===== src/rtl/mux_stream_sel.sv =====
// N-channel registered stream selector: direct (sel) or round-robin scan mode, valid/ready output.
// Optional registered parity output when MUX_PARITY_EN is defined.
module mux_stream_sel #(
    parameter int unsigned N_CH = 8,
    parameter int unsigned DW   = 8,
    localparam int unsigned SW  = $clog2(N_CH)
) (
    input  logic                 clk,
    input  logic                 rst_n,
    input  logic [N_CH*DW-1:0]   in_data,
    input  logic [N_CH-1:0]      ch_en,
    input  logic                 mode,
    input  logic [SW-1:0]        sel,
    input  logic                 out_ready,
    output logic                 out_valid,
    output logic [DW-1:0]        out_data,
    output logic [SW-1:0]        out_ch
`ifdef MUX_PARITY_EN
    ,
    output logic                 out_par
`endif
);

    localparam int unsigned NP = 1 << SW;

    logic [DW-1:0] ch_arr [NP];
    logic          load_c;
    logic [SW-1:0] start_c;
    logic [SW-1:0] hit_c;
    logic          any_c;
    logic [SW:0]   idx_c;

    logic [SW-1:0] ptr, ptr_n;
    logic          mode_q;
    logic          valid_n;
    logic [DW-1:0] data_n;
    logic [SW-1:0] ch_n;

    // Channel table padded to 2**SW entries; indices past N_CH read as zero
    for (genvar k = 0; k < NP; k++) begin : g_ch
        if (k < N_CH) begin : g_real
            assign ch_arr[k] = in_data[k*DW +: DW];
        end else begin : g_pad
            assign ch_arr[k] = '0;
        end
    end

    assign load_c = !out_valid || out_ready;

    // Priority rotate: first enabled channel at or after start_c, wrapping to 0
    always_comb begin
        start_c = (mode && !mode_q) ? '0 : ptr;
        hit_c   = '0;
        any_c   = 1'b0;
        idx_c   = '0;
        for (int unsigned i = 0; i < N_CH; i++) begin
            idx_c = {1'b0, start_c} + (SW+1)'(i);
            if (idx_c >= (SW+1)'(N_CH)) begin
                idx_c = idx_c - (SW+1)'(N_CH);
            end
            if (!any_c && ch_en[idx_c[SW-1:0]]) begin
                any_c = 1'b1;
                hit_c = idx_c[SW-1:0];
            end
        end
    end

    // Next-state: hold everything unless the output stage can load
    always_comb begin
        valid_n = out_valid;
        data_n  = out_data;
        ch_n    = out_ch;
        ptr_n   = ptr;
        if (load_c) begin
            if (!mode) begin
                valid_n = 1'b1;
                data_n  = ch_arr[sel];
                ch_n    = sel;
            end else if (any_c) begin
                valid_n = 1'b1;
                data_n  = ch_arr[hit_c];
                ch_n    = hit_c;
                ptr_n   = (hit_c == SW'(N_CH - 1)) ? '0 : hit_c + SW'(1);
            end else begin
                valid_n = 1'b0;
            end
        end
    end

    always_ff @(posedge clk or negedge rst_n) begin
        if (!rst_n) begin
            out_valid <= 1'b0;
            out_data  <= '0;
            out_ch    <= '0;
            ptr       <= '0;
            mode_q    <= 1'b0;
        end else begin
            out_valid <= valid_n;
            out_data  <= data_n;
            out_ch    <= ch_n;
            ptr       <= ptr_n;
            mode_q    <= mode;
        end
    end

`ifdef MUX_PARITY_EN
    always_ff @(posedge clk or negedge rst_n) begin
        if (!rst_n) begin
            out_par <= 1'b0;
        end else begin
            out_par <= ^data_n;
        end
    end
`endif

endmodule

===== config.mk =====
export PLATFORM = sky130hd
export DESIGN_NAME = mux_stream_sel
export DESIGN_NICKNAME = d
export VERILOG_FILES = /design/src/rtl/mux_stream_sel.sv
export SDC_FILE = /design/constraint.sdc
export NUM_CORES = 1
export LEC_CHECK = 0
export CAP_MARGIN = 20
export CORE_ASPECT_RATIO = 1.4
export CORE_MARGIN = 2
export CORE_UTILIZATION = 53
export DETAILED_ROUTE_END_ITERATION = 7
export HOLD_SLACK_MARGIN = 0.06
export PLACE_DENSITY = 0.88
export SLEW_MARGIN = 20
export SYNTH_ARGS = -nofsm -noshare
export SYNTH_HDL_FRONTEND = slang
export SYNTH_SLANG_ARGS = --single-unit

===== constraint.sdc =====
create_clock -name clk -period 7.8 [get_ports clk]
set_clock_uncertainty 0.05 [all_clocks]
set_input_delay 1.56 -clock clk [delete_from_list [all_inputs] [get_ports clk]]
set_output_delay 1.56 -clock clk [all_outputs]
set_load 0.05 [all_outputs]

## Word level (Yosys, flattened, before mapping)

Index checks and enable logic that the tools add are counted.

| storage, ports and cells | value |
|---|---|
| bits in registers | 16 |
| input port bits | 79 |
| output and inout bits | 12 |
| logic and storage cells | 117 |

| cells by class | value |
|---|---|
| add/subtract/negate cells | 16 |
| magnitude comparators | 18 |
| equal/unequal tests | 2 |
| mux-type cells | 54 |
| bitwise logic cells | 2 |
| reductions and logical operators | 20 |

Operators by type and width:

| cell | count |
|---|---|
| 2-to-1 mux 3 bit | 20 |
| binary-select mux 8 bit (select 3 bit) | 2 |
| 2-to-1 mux 8 bit | 6 |
| >= comparator 4 bit (second input constant) | 9 |
| less-than comparator 3 x 4 -> 1 bit (second input constant) | 8 |
| binary-select mux 1 bit (select 3 bit) | 8 |
| subtractor 3 x 1 -> 3 bit (second input constant) | 8 |
| 2-to-1 mux 1 bit | 18 |
| adder 3 x 3 -> 4 bit (second input constant) | 4 |
| logical NOT 1 bit | 9 |
| adder 3 x 2 -> 4 bit (second input constant) | 2 |
| logical AND 1 bit | 8 |
| inverter 3 -> 4 bit | 2 |
| adder 3 x 1 -> 4 bit (second input constant) | 1 |
| >= comparator 3 x 4 -> 1 bit (second input constant) | 1 |
| adder 3 x 1 -> 3 bit (second input constant) | 1 |
| == test 3 bit (second input constant) | 1 |
| AND reduction 3 bit | 1 |
| inequality test 2 x 1 -> 1 bit (second input constant) | 1 |
| AND reduction 2 bit | 1 |
| logical OR 1 bit | 1 |

## Longest topological paths before layout

| depth | value |
|---|---|
| depth in word-level cells | 35 |
| depth in mapped cells | 18 |
| gate-level depth less buffers | 15 |

## Least setup slack after synthesis

No wires, ideal clock.

| path | value |
|---|---|
| path kind | input to register |
| start point | in mode |
| end point | reg out_data[3] |
| setup time | 126 ps |
| arrival time | 4,823 ps |
| data required time | 7,624 ps |
| slack | 2,801 ps |
| cell stages on the path | 16 |
| buffers on the path | 3 |
| cell sequence | buf_4 nor2b_4 buf_6 nor2_2 inv_2 ha_1 or3_1 a211oi_2 a21oi_1 o41ai_1 a21oi_2 nor2_4 buf_6 mux2i_1 o211ai_1 a311o_1 |

| on the way | value |
|---|---|
| cells in the longest elaborated chain, start to end | 34 |
| elaborated cells on any way between the ends | 87 |
| classes of those cells | 15 x add/sub; 8 x order compare; 1 x eq/ne; 46 x mux; 1 x bitwise; 16 x reduce/logical |

RTL lines:

| item | RTL line | source |
|---|---|---|
| start: declaration | 12 | `input logic mode,` |
| branches (longest 34 deep; another with adder 3 x 1 -> 4 bit) | - |  |
| end signal: assignment | 99 | `out_data <= data_n;` |
| end: declaration | 16 | `output logic [DW-1:0] out_data,` |

Parallel ways; which one is timed is not known. The select of a mux whose other input is x is not followed.
A chain may end at the register's enable or synchronous reset.

## Worst setup path after layout

| path | value |
|---|---|
| start point | in mode |
| end point | reg out_data[0] |

Same word-level chain as after synthesis.

==> reports/qor.csv <==
metric;value;unit
status;complete, no violations;
CP max FO;26;
CTS buffer count;3;
maxcap violations;0;
Setup Crit Path Kind;in -> reg;
Worst R2R Path Depth;13;
initial antenna violation count;0;
Slew Limit Fails;0;
largest cells by area after synthesis;mux4_2 (14%), dfrtp_1 (13%), mux2i_1 (10%);
Clock transition at path regs;0.08;ns
Die Ht;95.4;microns
synthesized flop and latch total;16;
TNS Setup;0;ns
P_leak;1.56;nW
DPL Wire Length;8130;microns
Fin Hold WS;0.480;ns
residual DRC count;0;
PostCTS Resize Cnt;0;
core area;0.00582;sq mm
largest net degree at the start of global routing;31;
final period utilization;77.9;%
Ys Warns;0;
1st-pass router iterations;5;
crit-path cells;clkdlybuf4s50_1 > buf_4 > nor2b_4 > nor2_2 > inv_2 > ha_1 > o21ai_1 > a211oi_2 > a21oi_1 > o41ai_1 > a21oi_2 > nor2_4 > mux2i_1 > o211ai_1 > a311o_1;
critical path's slowest cell;o41ai_1;
hold_sp;out_ch[2]$_DFFE_PN0P_;
Final setup viols;0;
Port-buffer cells;90;
Max Buffers Root-to-Sink;2;
unrepaired setup endpoints after global routing;false;
Vias;3557;
synth cell count leaders;mux2i_1 (33), nand3_1 (25), o21ai_0 (23);
CP Capture Type;flop;
WP data arrival;6.17;ns
WL per Instance;20.5;microns
slew at the pin closest to its max-slew limit;0.832;ns
synthesis-to-layout area growth;28.4;%
Placed Instances;511;
Worst Hold Path EP;out_ch[2]$_DFFE_PN0P_;
CTS tree;done;
average instance area after synthesis;8.37;sq um
library cells used by synthesis;75;
Post-synth EDFFs;0;
synthesized area;0.00316;sq mm
routed wire length;10500;microns
global-route wire length before repair;16900;microns
leading area contributor after synthesis;mux4_2;
fill count;453;
R2R setup slack;2.91;ns
hold depth;1;
post-route ant nets;0;
number of DRC markers in iteration 0;272;
total global-route track usage;31.5;%
Top FF cell, synth;dfrtp_1;
Sequential Area;400;sq um
maximum VDD drop;0.254;mV
fin cells;515;
cell row count;33;
layout cell share with drive strength beyond 1;13.5;%
H-Tree Depth;1;
CTS sink cnt;16;
Seq/Total Area, Yosys;12.7;%
antenna cell count;0;
hold-fix buffers at CTS;0;
final critical-path required period;6.07;ns
gpl congestion;0.943;
RR Startpoint;ptr[1]$_DFFE_PN0P_;
Synthesized Nets;459;
largest stage delay on the critical path;0.61;ns
Die Width;69.3;microns
multi-input logic area;0.00253;sq mm
Overflow after GRT;0;
Worst R2R End;out_data[0]$_DFFE_PN0P_;
Worst Setup Start Kind;input port;
Synth top area share;13.5;%
vias per cell;6.91;
vias in the first global route;3490;
die area;0.00661;sq mm
Post-synth ARST share;100;%
IO Pins;91;
pwr dens;409;mW/mm^2
worst-skew pair later-pin latency;0.26;ns
Nets;527;
Highest Clock Rate;165;MHz
cells after synthesis;378;
count of final hold-check violations;0;
relative slew slack;44.3;%
post-CTS setup buffers;0;
Root Driver;clkbuf_8;
worst path required time;7.89;ns
top-count cell post-synth;mux2i_1;
Worst Hold Class;reg -> reg;
Starting Density;54.3;%
metal layers:
metal	part of all wire, %	global-route usage [%]
met5	0	0
met4	4.9	15.2
met3	6.0	2.33
met2	53	60.3
met1	37	35.3
how the worst max path moves through the flow:
stage | from | to | slack [ns] | cells past startpoint
5_1_grt | mode | out_data[0]$_DFFE_PN0P_ | 1.40 | 15
3_5_place_dp | mode | out_data[0]$_DFFE_PN0P_ | 1.59 | 15
4_1_cts | mode | out_data[0]$_DFFE_PN0P_ | 1.85 | 15
6_report | mode | out_data[0]$_DFFE_PN0P_ | 1.73 | 15
2_1_floorplan | mode | out_data[3]$_DFFE_PN0P_ | 2.80 | 16
3_3_place_gp | mode | out_data[7]$_DFFE_PN0P_ | 1.69 | 15
where the power goes:
group	switching, mW	internal (mW)	total, mW
Sequential	0.0468	0.121	0.168
Combinational	0.842	0.574	1.42
Clock	0.0342	0.0449	0.0791
Total	0.923	0.741	1.66
state kept, by name (all words and copies together) (netlist names):
name and flops:
out_ch 3, out_data 8, ptr 3, out_valid 1, mode_q 1
cells in the final DEF, fill, tap and decap left out, types with 8 or more instances in the layout:
cell             synthesis  layout
clkdlybuf4s50_1          0      89
mux2i_1                 33      33
nand3_1                 25      25
o21ai_0                 23      23
nor2_1                  22      22
mux4_2                  19      19
nand2_1                 16      16
dfrtp_1                 16      16
inv_1                   13      13
a21oi_1                 14      13
nor3_1                  11      11
o21ai_1                  9       9
and3_1                   9       9
a211oi_1                 9       9
and2_1                   8       8
layout make-up:
type,count,area share [%]
Clock buffer,4,1.36
Inverter,16,1.48
Multi-Input combinational cell,315,62.4
Sequential cell,16,9.86
Tap cell,70,2.16
Timing Repair Buffer,94,22.8
critical path, delay by kind of cell:
family          cells  cell delay, ns
mux                 1            0.28
fa+ha+maj           1            0.19
simple gates        3            1.25
compound gates      7            1.93
buf+inv             3            0.94
cells by family after synthesis:
| family | share of synthesized area, % |
|---|---|
| adders and majority gates | 0.791 |
| AOI/OAI and AO/OA | 27.8 |
| and+or+nand+nor | 24.4 |
| muxes | 26.5 |
| DFF | 12.7 |
| xor gates and xnor gates | 0.554 |
| buffers and inverters | 7.36 |
through the flow:
step                      util, %  setup WS [ns]  cell area (sq um)  power [mW]
after detailed placement     68.9           1.59               4010        1.56
final                        69.8           1.73               4060        1.66
after global placement       68.9           1.69               4010        1.55
after CTS                    69.9           1.85               4070        1.65
after floorplan                 -           2.80               3160        1.25
after global routing         69.8           1.40               4060        1.78
Note: power is estimated with default switching activity, not from simulation.
